**config.mk**
```make
export PLATFORM = sky130hd
export DESIGN_NAME = apb_reg_completer
export DESIGN_NICKNAME = d
export VERILOG_FILES = /design/src/rtl/apb_cmp_pkg.sv /design/src/rtl/apb_phase_tracker.sv /design/src/rtl/apb_reg_completer.sv
export SDC_FILE = /design/constraint.sdc
export NUM_CORES = 1
export LEC_CHECK = 0
export CORE_UTILIZATION = 60
export DETAILED_ROUTE_END_ITERATION = 8
export PLACE_DENSITY = 0.8
export SETUP_SLACK_MARGIN = 0.2
export SLEW_MARGIN = 20
export SYNTH_ARGS = -nofsm -noshare
export SYNTH_HDL_FRONTEND = slang
export SYNTH_SLANG_ARGS = --single-unit
```
**constraint.sdc**
```tcl
create_clock -name clk -period 3.7 [get_ports clk]
set_clock_uncertainty 0.2 [all_clocks]
set_input_delay 0.37 -clock clk [delete_from_list [all_inputs] [get_ports clk]]
set_output_delay 0.37 -clock clk [all_outputs]
set_load 0.02 [all_outputs]
```
**src/rtl/apb_cmp_pkg.sv**
```systemverilog
// Shared types and address-map constants for the APB completer register block.
package apb_cmp_pkg;

   // Registered phase of the completer: reflects what the last sampled edge saw on the bus.
   typedef enum logic [1:0] {
      IDLE   = 2'd0,
      SETUP  = 2'd1,
      ACCESS = 2'd2
   } apb_phase_e;

   // Word offsets (Paddr[6:2]) of the special registers.
   localparam logic [4:0] OFS_STATUS = 5'h10;
   localparam logic [4:0] OFS_ERR    = 5'h11;

   // Copy of the setup-phase request, held so the access phase can be checked against it.
   typedef struct packed {
      logic [31:0] addr;
      logic        write;
      logic [31:0] wdata;
   } apb_req_s;

endpackage

```
**src/rtl/apb_phase_tracker.sv**
```systemverilog
// Tracks the APB setup/access handshake for one select lane, latches the setup request,
// flags protocol violations and emits single-cycle commit strobes for the register file.
module apb_phase_tracker
   import apb_cmp_pkg::*;
(
   input  logic        clk,
   input  logic        rst,
   input  logic        sel_i,
   input  logic        penable_i,
   input  logic        pwrite_i,
   input  logic [31:0] paddr_i,
   input  logic [31:0] pwdata_i,
   output logic        setup_o,
   output logic        err_o,
   output logic        wr_commit_o,
   output logic        rd_commit_o,
   output logic        rd_load_o,
   output logic [4:0]  commit_ofs_o,
   output logic [31:0] commit_data_o
);

   apb_phase_e state_q, state_d;
   apb_req_s   req_q, req_d;
   apb_req_s   cur_req;
   logic       match;
   logic       commit;

   assign cur_req = '{addr: paddr_i, write: pwrite_i, wdata: pwdata_i};
   assign match   = (cur_req == req_q);

   // Phase and latched setup request; reset drops any transfer in flight.
   always_ff @(posedge clk or negedge rst) begin
      if (!rst) begin
         state_q <= IDLE;
         req_q   <= '0;
      end else begin
         state_q <= state_d;
         req_q   <= req_d;
      end
   end

   // Next phase: a setup cycle always (re)latches; only a matching access completes.
   always_comb begin
      state_d = IDLE;
      req_d   = req_q;
      case (state_q)
         SETUP: begin
            if (sel_i && penable_i && match) begin
               state_d = ACCESS;
            end else if (sel_i && !penable_i) begin
               state_d = SETUP;
               req_d   = cur_req;
            end
         end
         default: begin
            if (sel_i && !penable_i) begin
               state_d = SETUP;
               req_d   = cur_req;
            end
         end
      endcase
   end

   // Error and commit decode: anything other than a clean access after setup is a violation.
   always_comb begin
      err_o  = 1'b0;
      commit = 1'b0;
      case (state_q)
         SETUP: begin
            if (sel_i && penable_i) begin
               commit = match;
               err_o  = !match;
            end else begin
               err_o  = 1'b1;
            end
         end
         default: err_o = sel_i && penable_i;
      endcase
   end

   assign wr_commit_o   = commit && req_q.write;
   assign rd_commit_o   = commit && !req_q.write;
   assign rd_load_o     = sel_i && !penable_i && !pwrite_i;
   assign setup_o       = (state_q == SETUP);
   assign commit_ofs_o  = req_q.addr[6:2];
   assign commit_data_o = req_q.wdata;

endmodule

```
**src/rtl/apb_reg_completer.sv**
```systemverilog
// APB completer on one select lane: scratch registers, transfer counters, a saturating
// protocol-error counter with clear-on-write, and zero-wait-state read data.
module apb_reg_completer
   import apb_cmp_pkg::*;
#(
   parameter int SEL_IDX  = 0,
   parameter int NUM_REGS = 8,
   parameter int ERR_W    = 8
) (
   input  logic        clk,
   input  logic        rst,
   input  logic [2:0]  Pselx,
   input  logic        Penable,
   input  logic        Pwrite,
   input  logic [31:0] Paddr,
   input  logic [31:0] Pwdata,
   output logic [31:0] Prdata,
   output logic        err_irq
);

   logic              sel;
   logic              unused_psel;
   logic              trk_setup, trk_err, wr_commit, rd_commit, rd_load;
   logic [4:0]        commit_ofs;
   logic [31:0]       commit_data;
   logic [31:0]       regs_q [NUM_REGS];
   logic [NUM_REGS-1:0] reg_we;
   logic [15:0]       wr_cnt_q, rd_cnt_q;
   logic [ERR_W-1:0]  err_cnt_q, err_cnt_d;
   logic              err_clr;
   logic              err_irq_q;
   logic [31:0]       rd_q, rd_val;

   // Other select bits belong to sibling completers; they are deliberately ignored here.
   assign sel         = Pselx[SEL_IDX];
   assign unused_psel = ^Pselx;

   apb_phase_tracker u_trk (
      .clk           (clk),
      .rst           (rst),
      .sel_i         (sel),
      .penable_i     (Penable),
      .pwrite_i      (Pwrite),
      .paddr_i       (Paddr),
      .pwdata_i      (Pwdata),
      .setup_o       (trk_setup),
      .err_o         (trk_err),
      .wr_commit_o   (wr_commit),
      .rd_commit_o   (rd_commit),
      .rd_load_o     (rd_load),
      .commit_ofs_o  (commit_ofs),
      .commit_data_o (commit_data)
   );

   for (genvar gi = 0; gi < NUM_REGS; gi++) begin : g_we
      assign reg_we[gi] = wr_commit && (commit_ofs == 5'(gi));
   end

   // Read mux, addressed by the live setup-phase address; unmapped offsets read zero.
   always_comb begin
      rd_val = '0;
      for (int i = 0; i < NUM_REGS; i++) begin
         if (Paddr[6:2] == 5'(i)) rd_val = regs_q[i];
      end
      if (Paddr[6:2] == OFS_STATUS) rd_val = {rd_cnt_q, wr_cnt_q};
      if (Paddr[6:2] == OFS_ERR)    rd_val = 32'(err_cnt_q);
   end

   // Error counter next value: a clear never hides an error on the same edge.
   always_comb begin
      err_clr   = wr_commit && (commit_ofs == OFS_ERR);
      err_cnt_d = err_cnt_q;
      if (err_clr) begin
         err_cnt_d = ERR_W'(trk_err);
      end else if (trk_err && (err_cnt_q != '1)) begin
         err_cnt_d = err_cnt_q + ERR_W'(1);
      end
   end

   // Scratch registers, counters, read-data capture and the interrupt level.
   always_ff @(posedge clk or negedge rst) begin
      if (!rst) begin
         for (int i = 0; i < NUM_REGS; i++) regs_q[i] <= '0;
         wr_cnt_q  <= '0;
         rd_cnt_q  <= '0;
         err_cnt_q <= '0;
         err_irq_q <= 1'b0;
         rd_q      <= '0;
      end else begin
         for (int i = 0; i < NUM_REGS; i++) begin
            if (reg_we[i]) regs_q[i] <= commit_data;
         end
         if (wr_commit) wr_cnt_q <= wr_cnt_q + 16'd1;
         if (rd_commit) rd_cnt_q <= rd_cnt_q + 16'd1;
         if (rd_load)   rd_q     <= rd_val;
         err_cnt_q <= err_cnt_d;
         err_irq_q <= |err_cnt_d;
      end
   end

   // Read data is driven only during the access cycle of a read.
   assign Prdata  = (trk_setup && sel && Penable && !Pwrite) ? rd_q : 32'd0;
   assign err_irq = err_irq_q;

endmodule

```
Word level (Yosys, flattened, before mapping)
Cells that the tools add are included.
{"block": "op_classes", "addsub": 3, "n_eq_ne": 21, "n_mux": 23, "n_reduce_logical": 26}
{"cell": "$mux W32", "n": 11}
{"cell": "$mux W65", "n": 3}
{"cell": "$eq A65 B65 Y1", "n": 1}
{"cell": "$eq A5 B3 Y1 const B", "n": 8}
{"cell": "$add A16 B1 Y16 const B", "n": 2}
{"cell": "$eq A5 B2 Y1 const B", "n": 4}
{"cell": "$logic_and A1 B1 Y1", "n": 19}
{"cell": "$mux W8", "n": 2}
{"cell": "$eq A5 B5 Y1 const B", "n": 3}
{"cell": "$eq A5 B1 Y1 const B", "n": 2}
{"cell": "$logic_not A5 Y1", "n": 2}
{"cell": "$add A8 B1 Y8 const B", "n": 1}
{"cell": "$ne A8 B8 Y1 const B", "n": 1}
{"cell": "$reduce_or A8 Y1", "n": 1}
{"cell": "$mux W1", "n": 5}
{"cell": "$logic_not A1 Y1", "n": 4}
{"cell": "$mux W2", "n": 2}
{"cell": "$eq A2 B1 Y1 const B", "n": 1}
{"cell": "$ne A2 B2 Y1 const B", "n": 1}
{"block": "totals", "ff_bits": 396, "input_bits": 71}

Logic depth before layout (Yosys ltp)
Gate-level depths: netlist of the first run.
{"block": "depth", "word_depth": 11, "depth_mapped": 11, "mapped_depth_nobuf": 9}

Hierarchy
From an unflattened synthesis of the first run, not the netlist that was laid out.
{"block": "hier_totals", "hier_cells": 1505, "area_unflattened_um2": 18895.6}
{"module": "apb_reg_completer", "n_inst": 1, "cells_per_inst": 1220, "area_per_inst_um2": 15384.8}
{"module": "apb_phase_tracker", "n_inst": 1, "cells_per_inst": 285, "area_per_inst_um2": 3510.9}

Worst setup path before layout of the first run
OpenSTA, ideal clock, no wires.
{"block": "synth_timing", "kind": "reg2reg", "startpoint": "register u_trk.req_q, in the netlist u_trk.commit_data_o[19]", "endpoint": "register err_irq_q, in the netlist err_irq", "setup_ps": 87, "t_arrival_ps": 2618, "slack_ps": 795, "path_stages_with_launch": 10, "period_less_slack_ps": 2905, "path_cell_list": "dfrtp_1 buf_2 xor2_1 or4_1 nor4b_2 nand4_1 o21ai_1 mux2_2 a311o_1 o211ai_1"}
{"block": "synth_between", "elab_chain_cells": 8, "elab_cells_between_ends": 12}
{"item": "start, declared", "line_no": "apb_phase_tracker.sv:23", "text": "apb_req_s req_q, req_d;"}
{"item": "start signal, assigned", "line_no": "apb_phase_tracker.sv:38", "text": "req_q <= req_d;"}
{"item": "$eq A65 B65 Y1 (*)", "line_no": "apb_phase_tracker.sv:29", "text": "assign match = (cur_req == req_q);"}
{"item": "$logic_not A1 Y1", "line_no": "apb_phase_tracker.sv:72", "text": "err_o = !match;"}
{"item": "$mux W1", "line_no": "apb_phase_tracker.sv:70", "text": "if (sel_i && penable_i) begin"}
{"item": "$mux W1", "line_no": "apb_phase_tracker.sv:68", "text": "case (state_q)"}
{"item": "$logic_and A1 B1 Y1", "line_no": "apb_reg_completer.sv:75", "text": "end else if (trk_err && (err_cnt_q != '1)) begin"}
{"item": "$mux W8", "line_no": "apb_reg_completer.sv:75"}
{"item": "$mux W8 (*)", "line_no": "apb_reg_completer.sv:73", "text": "if (err_clr) begin"}
{"item": "$reduce_or A8 Y1 (*)", "line_no": "apb_reg_completer.sv:97", "text": "err_irq_q <= |err_cnt_d;"}
{"item": "end signal, assigned", "line_no": "apb_reg_completer.sv:97"}
{"item": "end, declared", "line_no": "apb_reg_completer.sv:31", "text": "logic err_irq_q;"}
Every way passes the cells marked *; elsewhere a longest branch is shown, timed or not.
A chain may end at the register's enable or synchronous reset.

Worst setup path after layout of the first run
{"block": "layout_timing", "startpoint": "register u_trk.req_q, in the netlist u_trk.commit_data_o[22]", "endpoint": "register regs_q[61] (netlist bit)"}
{"block": "layout_between", "elab_chain_cells": 5}
{"item": "$eq A65 B65 Y1", "line_no": "apb_phase_tracker.sv:29"}
{"item": "$mux W1", "line_no": "apb_phase_tracker.sv:70"}
{"item": "$mux W1", "line_no": "apb_phase_tracker.sv:68"}
{"item": "$logic_and A1 B1 Y1", "line_no": "apb_phase_tracker.sv:81", "text": "assign wr_commit_o = commit && req_q.write;"}
{"item": "$logic_and A1 B1 Y1", "line_no": "apb_reg_completer.sv:56", "text": "assign reg_we[gi] = wr_commit && (commit_ofs == 5'(gi));"}
{"item": "end signal, assigned by index", "line_no": "apb_reg_completer.sv:91", "text": "if (reg_we[i]) regs_q[i] <= commit_data;"}
{"item": "end, declared", "line_no": "apb_reg_completer.sv:26", "text": "logic [31:0] regs_q [NUM_REGS];"}
No other way between the ends.

==> results of run 1 <==
worst reg2reg max path, delay by kind of cell, from the launching register on:
kind | cells | cell delay, ns
flip-flops | 1 | 0.53
buffers and inverters | 2 | 0.45
multiplexers | 1 | 0.33
XOR/XNOR | 1 | 0.52
AND/OR/NAND/NOR | 5 | 1.20
area by class of cell:
class	count	area share
flip-flops and latches	396	0.465
multi-input cells	926	0.380
well taps	390	0.0229
clock inverters	10	0.00423
clock buffers	60	0.0557
repair buffers	155	0.0711
inverters	9	0.00158
layout by cell type, fill, tap and decap left out, types with 3 or more instances in the layout:
cell type,Yosys,layout
nor2b_1,6,5
nand3_1,15,15
xnor2_1,71,71
mux4_2,33,33
clkdlybuf4s50_1,0,98
and3_1,6,6
and2_1,44,44
buf_12,0,8
nand2b_1,4,3
clkinv_2,0,4
nor3_2,3,4
a2111oi_0,6,6
o21ai_0,44,44
dfrtp_1,396,396
nor4b_2,1,3
nand4_1,27,27
nor2_1,83,83
nor4_1,10,10
nand4b_1,4,4
clkbuf_8,0,9
clkbuf_1,69,10
nand2_1,51,51
clkbuf_16,0,41
clkinvlp_4,0,3
a21oi_1,41,41
nor3_1,11,10
mux2_2,341,341
ha_1,3,3
inv_1,9,9
buf_4,1,46
a22oi_1,34,34
xor2_1,30,30
o221ai_1,6,6
o22ai_1,5,5
a221oi_1,18,18
stage by stage:
step	utilization	std cells	total power (µW)	worst slack [ns]
floorplan	-	1448	5330	0.795
global placement	0.669	1875	5720	0.172
detailed placement	0.669	1875	5760	0.0545
CTS	0.712	1946	9690	0.388
global route	0.712	1946	9960	0.221
finish	0.712	1946	9640	0.354
worst paths after layout:
kind / startpoint / endpoint / slack, ns / cells past startpoint
worst max register to register: u_trk.commit_data_o[22]$_DFFE_PN0P_ / regs_q[61]$_DFFE_PN0P_ / 0.35 / 9
worst max-delay path: u_trk.commit_data_o[22]$_DFFE_PN0P_ / regs_q[61]$_DFFE_PN0P_ / 0.35 / 9
worst min register to register: rd_q[5]$_DFFE_PN0P_ / rd_q[5]$_DFFE_PN0P_ / 0.27 / 2
min in group clk: rd_q[5]$_DFFE_PN0P_ / rd_q[5]$_DFFE_PN0P_ / 0.27 / 2
max in group asynchronous: rst / rd_q[13]$_DFFE_PN0P_ / 2.07 / 3
worst min-delay path: rst / u_trk.commit_data_o[8]$_DFFE_PN0P_ / 0.25 / 2
cells by family after synthesis:
family / after synthesis / share of synthesized area
DFF: 396 / 0.536
muxes: 376 / 0.249
and+or+nand+nor: 282 / 0.0797
AOI/OAI and AO/OA: 164 / 0.0571
buffers and inverters: 126 / 0.0282
xor gates and xnor gates: 101 / 0.0479
adders and majority gates: 3 / 0.00203
power by group through the flow:
stage / logic [µW] / clock network (µW) / registers (µW)
2_1_floorplan: 658 / 0 / 4670
3_3_place_gp: 850 / 0 / 4870
5_1_grt: 957 / 4150 / 4850
4_1_cts: 876 / 4000 / 4810
6_report: 870 / 3950 / 4820
3_5_place_dp: 868 / 0 / 4890
state kept, by name, indices dropped and copies added, names as in the netlist:
signal / cells
err_cnt_q: 8
err_irq: 1
rd_cnt_q: 16
rd_q: 32
regs_q: 256
u_trk.commit_data_o: 32
u_trk.commit_ofs_o: 5
u_trk.req_q: 28
u_trk.state_q: 2
wr_cnt_q: 16
routing by layer:
layer  wire [µm]  vias to the layer above  GRT usage
met5           0                        -          0
met4        1170                        0     0.0887
met3        3190                       82     0.0570
met2       19300                      479      0.432
met1       19000                     6152      0.413
li1            -                     5364          -
timing repair:
action | CTS | global route
endpoints found under the hold margin | 83 | 0
gates resized for setup | 0 | 0
hold buffers | 1 | 0
==> results.md, run 1 <==
* Status: completed
* H-tree Lvls at 2
* P per Cell Area at 452 nW/µm²
* Max Cap Violations at 0
* Dpl cell area at 20000 µm²
* Routed wire length at 42700 µm
* Row cnt at 63
* Slowest-stage cell, CP: dfrtp_1
* Clock share of power at 0.410
* First-pass GRT wire length at 68200 µm
* Initial DRT Pass Iterations at 5
* Min Hold Slack at 0.250 ns
* Area grow syn2layout at 15.4%
* Main flop type after synthesis: dfrtp_1
* Initial core utilization at 0.617
* HP Class: input port to async pin
* Critical Path Start Type: register
* Post-synthesis average cell area at 12.8 µm²
* Share of cells above drive strength 1 at 0.326
* Residual DRC at 0
* Area contributors post-synth: dfrtp_1 54%, mux2_2 21%, mux4_2 4.0%
* CTS root buf: clkbuf_16
* Tot GR Track Use at 0.284
* Most instantiated cells after synthesis: 396 x dfrtp_1, 341 x mux2_2, 83 x nor2_1
* IO Port Bufs at 101
* Post-DP HPWL at 28700 µm
* Comb power frac at 0.090
* Synth async-reset ratio at 1.00
* EDFF count, synth at 0
* CTS tree: yes
* Most frequent cell after synthesis: dfrtp_1
* Area of the multi-input gates at 8100 µm²
* Die Wd at 178 µm
* Clk slew on worst S/H paths at 0.06 ns
* I/O pin total at 104
* Largest net degree at the start of global routing at 104
* Critical path class: register to register
* Post-DR vias/cell at 6.21
* Tmin final at 3.35 ns
* Worst slew margin at 0.372
* DRT iter0 DRCs at 854
* Setup-failing EPs final at 0
* Internal power at 7210 µW
* Antenna Nets Post-Route at 0
* CTS Buf Count at 40
* Remaining global-route overflow at 0
* Leak Pwr at 0.00990 µW
* DR vias at 12077
* Crit-path most repeated cell: nand4_1
* Final hold vios at 0
* Routed length per instance at 22.0 µm
* Total negative slack at 0 ns
* CP Data Arrival Time at 3.57 ns
* Sequential fraction of the synthesis area at 0.536
* FF/Latch Area at 9910 µm²
* Syn. warnings at 0
* CP Max Fanout at 31
* RSZ-0062 raised after global routing: no
* Top Family by Delay on Critical Path: simple AND/OR/NAND/NOR gates
* Critical path cell sequence: xnor2_1 -> nand4_1 -> nor4_1 -> nand4_1 -> nor3_2 -> buf_4 -> nand4_1 -> buf_12 -> mux2_2
* Yosys top cell by area: dfrtp_1
* Buf/Inv on CP at 2
* Critical path's largest stage delay at 0.53 ns
* Sw Ratio at 0.253
* Sequential cell fraction of total power at 0.500
* Cells after synthesis at 1448
* NumNets Final at 1602
* Post-CTS Setup Repair Bufs at 0
* Worst path required time at 3.92 ns
* Achievable Freq at 299 MHz
* Synth Register Bits at 396
* Vias in the first global route at 12255
* Final Slew Violations at 0
* Synth top area share at 0.536
* Maximum VDD drop at 0.000400 V
* Worst Max-Slew Pin Slew at 0.918 ns
* Placer Congestion at 0.892
* Initial antenna violation count at 0
* Core area at 30000 µm²
* CTS Buffer Depth at 3
* Critical path endpoint category: register
* Distinct cells, synth at 53
* Net Sw Power at 2440 µW
* Die area at 31500 µm²
* Tcrit/Tclk final at 0.904
* Syn nets at 1522
* ANT cells at 0
* Non-Filler Cell Area, Final at 21300 µm²
* CTS Sinks at 396
* Die H at 178 µm
* Worst skew pair latency at 0.53 ns
* Filler cell count in the final layout at 2037
* Mapped Area at 18500 µm²
Note: power is estimated with default switching activity, not from simulation.
==> run 2: changes to the inputs <==
SKIP_LAST_GASP = 1   (was default)
==> results of run 2 <==
Same layout as run 1: the final DEF is identical, and so are final timing and power.
==> run 3: changes to the inputs <==
CORE_UTILIZATION = 55   (was 60)
GPL_ROUTABILITY_DRIVEN = 0   (was default)
PLACE_DENSITY = 0.74   (was 0.8)
==> results.md, run 3 (synthesized netlist as in run 1, its figures left out) <==
* Worst skew pair latency at 0.53 ns
* Max Used Layer: met4
* Routed length per instance at 21.3 µm
* Share of cells above drive strength 1 at 0.324
* NumNets Final at 1604
* Worst slew margin at 0.486
* Critical Path Start Type: register
* Row cnt at 66
* Largest net degree at the start of global routing at 117
* Pre-CTS WS at 0.0253 ns
* Achievable Freq at 282 MHz
* Total chip power at 9570 µW
* DRT iter0 DRCs at 785
* Vias in the first global route at 11939
* CTS Sinks at 396
* Final hold vios at 0
* Leak Pwr at 0.00991 µW
* Area of the multi-input gates at 8130 µm²
* I/O pin total at 104
* Filler cell count in the final layout at 2450
* Die H at 185 µm
* Crit path setup slack, layout at 0.153 ns
* Non-Filler Cell Area, Final at 21400 µm²
* HP Class: input port to async pin
* Final Slew Violations at 0
* Max Cap Violations at 0
* Critical path cell sequence: xnor2_1 -> nand4_1 -> nor4_2 -> nand4_1 -> nor3_2 -> buf_4 -> and4_1 -> a311o_1 -> o211ai_1
* CTS tree: yes
* Critical path endpoint category: register
* Post-DR vias/cell at 5.94
* Tcrit/Tclk final at 0.959
* DR vias at 11868
* Finished Core Util at 0.653
* WL met3 at 2620 µm
* FF/Latch Area at 9910 µm²
* Clk slew on worst S/H paths at 0.06 ns
* Antenna Nets Post-Route at 0
* IO Port Bufs at 101
* Maximum VDD drop at 0.000455 V
* Critical path class: register to register
* Routed wire length at 42500 µm
* ANT cells at 0
* Buf/Inv on CP at 1
* Commonest non-fill, non-tap cell in the layout: dfrtp_1
* Residual DRC at 0
* Tmin final at 3.55 ns
* Top reg by flops: regs_q
* Top Family by Delay on Critical Path: simple AND/OR/NAND/NOR gates
* CTS Buf Count at 41
* Status: completed
* Initial antenna violation count at 0
* Die area at 34300 µm²
* Post-DP HPWL at 29000 µm
* Met2 wire len at 19200 µm
* RSZ-0062 raised after global routing: no
* Worst Max-Slew Pin Slew at 0.752 ns
* Initial core utilization at 0.564
* M1 wire length at 19800 µm
* Total negative slack at 0 ns
* Core area at 32800 µm²
* Critical path's largest stage delay at 0.51 ns
* Slowest-stage cell, CP: dfrtp_1
* First-pass GRT wire length at 67800 µm
* CP Max Fanout at 10
* Crit-path most repeated cell: nand4_1
* CP Data Arrival Time at 3.73 ns
* Tot GR Track Use at 0.260
* CTS Buffer Depth at 3
* P per Cell Area at 447 nW/µm²
* Remaining global-route overflow at 0
* Max FFs per register at 256
* Area grow syn2layout at 15.8%
* Die Wd at 185 µm
* Worst path required time at 3.88 ns
* CTS root buf: clkbuf_16
* H-tree Lvls at 2
* Most frequent cells in the layout: 396 x dfrtp_1, 341 x mux2_2, 98 x clkdlybuf4s50_1
* Dpl cell area at 20100 µm²
* Setup-failing EPs final at 0
* Initial DRT Pass Iterations at 6
run 3: repair_timing:
item	in CTS	in global routing
hold buffers	1	0
pin swaps	0	0
endpoints found under the hold margin	50	0
endpoints found under the setup margin	31	272
resized for setup	1	4
setup buffers	0	1
run 3: layer usage:
layer	global-route usage	vias to the layer above
met5	0	-
met4	0.0655	0
met3	0.0397	66
met2	0.399	362
met1	0.388	6066
li1	-	5374
run 3: area by class of cell:
cell class	instances	share of cell area
inverters	9	0.00158
multi-input cells	926	0.380
flip-flops and latches	396	0.463
well taps	442	0.0258
clock inverters	6	0.00374
repair buffers	156	0.0724
clock buffers	62	0.0535
run 3: worst paths after layout:
path	slack (ns)	end	cells past startpoint	start
max in group asynchronous	2.15	regs_q[210]$_DFFE_PN0P_	3	rst
hold / removal	0.16	u_trk.commit_data_o[4]$_DFFE_PN0P_	2	rst
min in group clk	0.27	rd_q[15]$_DFFE_PN0P_	2	rd_q[15]$_DFFE_PN0P_
hold reg to reg	0.27	rd_q[15]$_DFFE_PN0P_	2	rd_q[15]$_DFFE_PN0P_
setup / recovery	0.15	err_irq$_DFF_PN0_	9	u_trk.commit_data_o[5]$_DFFE_PN0P_
setup reg to reg	0.15	err_irq$_DFF_PN0_	9	u_trk.commit_data_o[5]$_DFFE_PN0P_
run 3: worst reg2reg max path: cells and delay by family (launching register included):
kind            cells  cell delay, ns
simple gates        5            1.75
flops               1            0.51
xor+xnor            1            0.44
compound gates      2            0.29
buf+inv             1            0.21
run 3: per-stage QoR:
stage                     std cells  hold WS [ns]
after floorplan                1448        -0.126
after CTS                      1996         0.170
after global routing           1997         0.193
after global placement         1927         0.118
final                          1997         0.156
after detailed placement       1927         0.129
run 3: power by group:
part	internal [µW]	switching [µW]	total, µW
clock network	2260	1610	3870
logic	426	468	894
registers	4500	311	4810
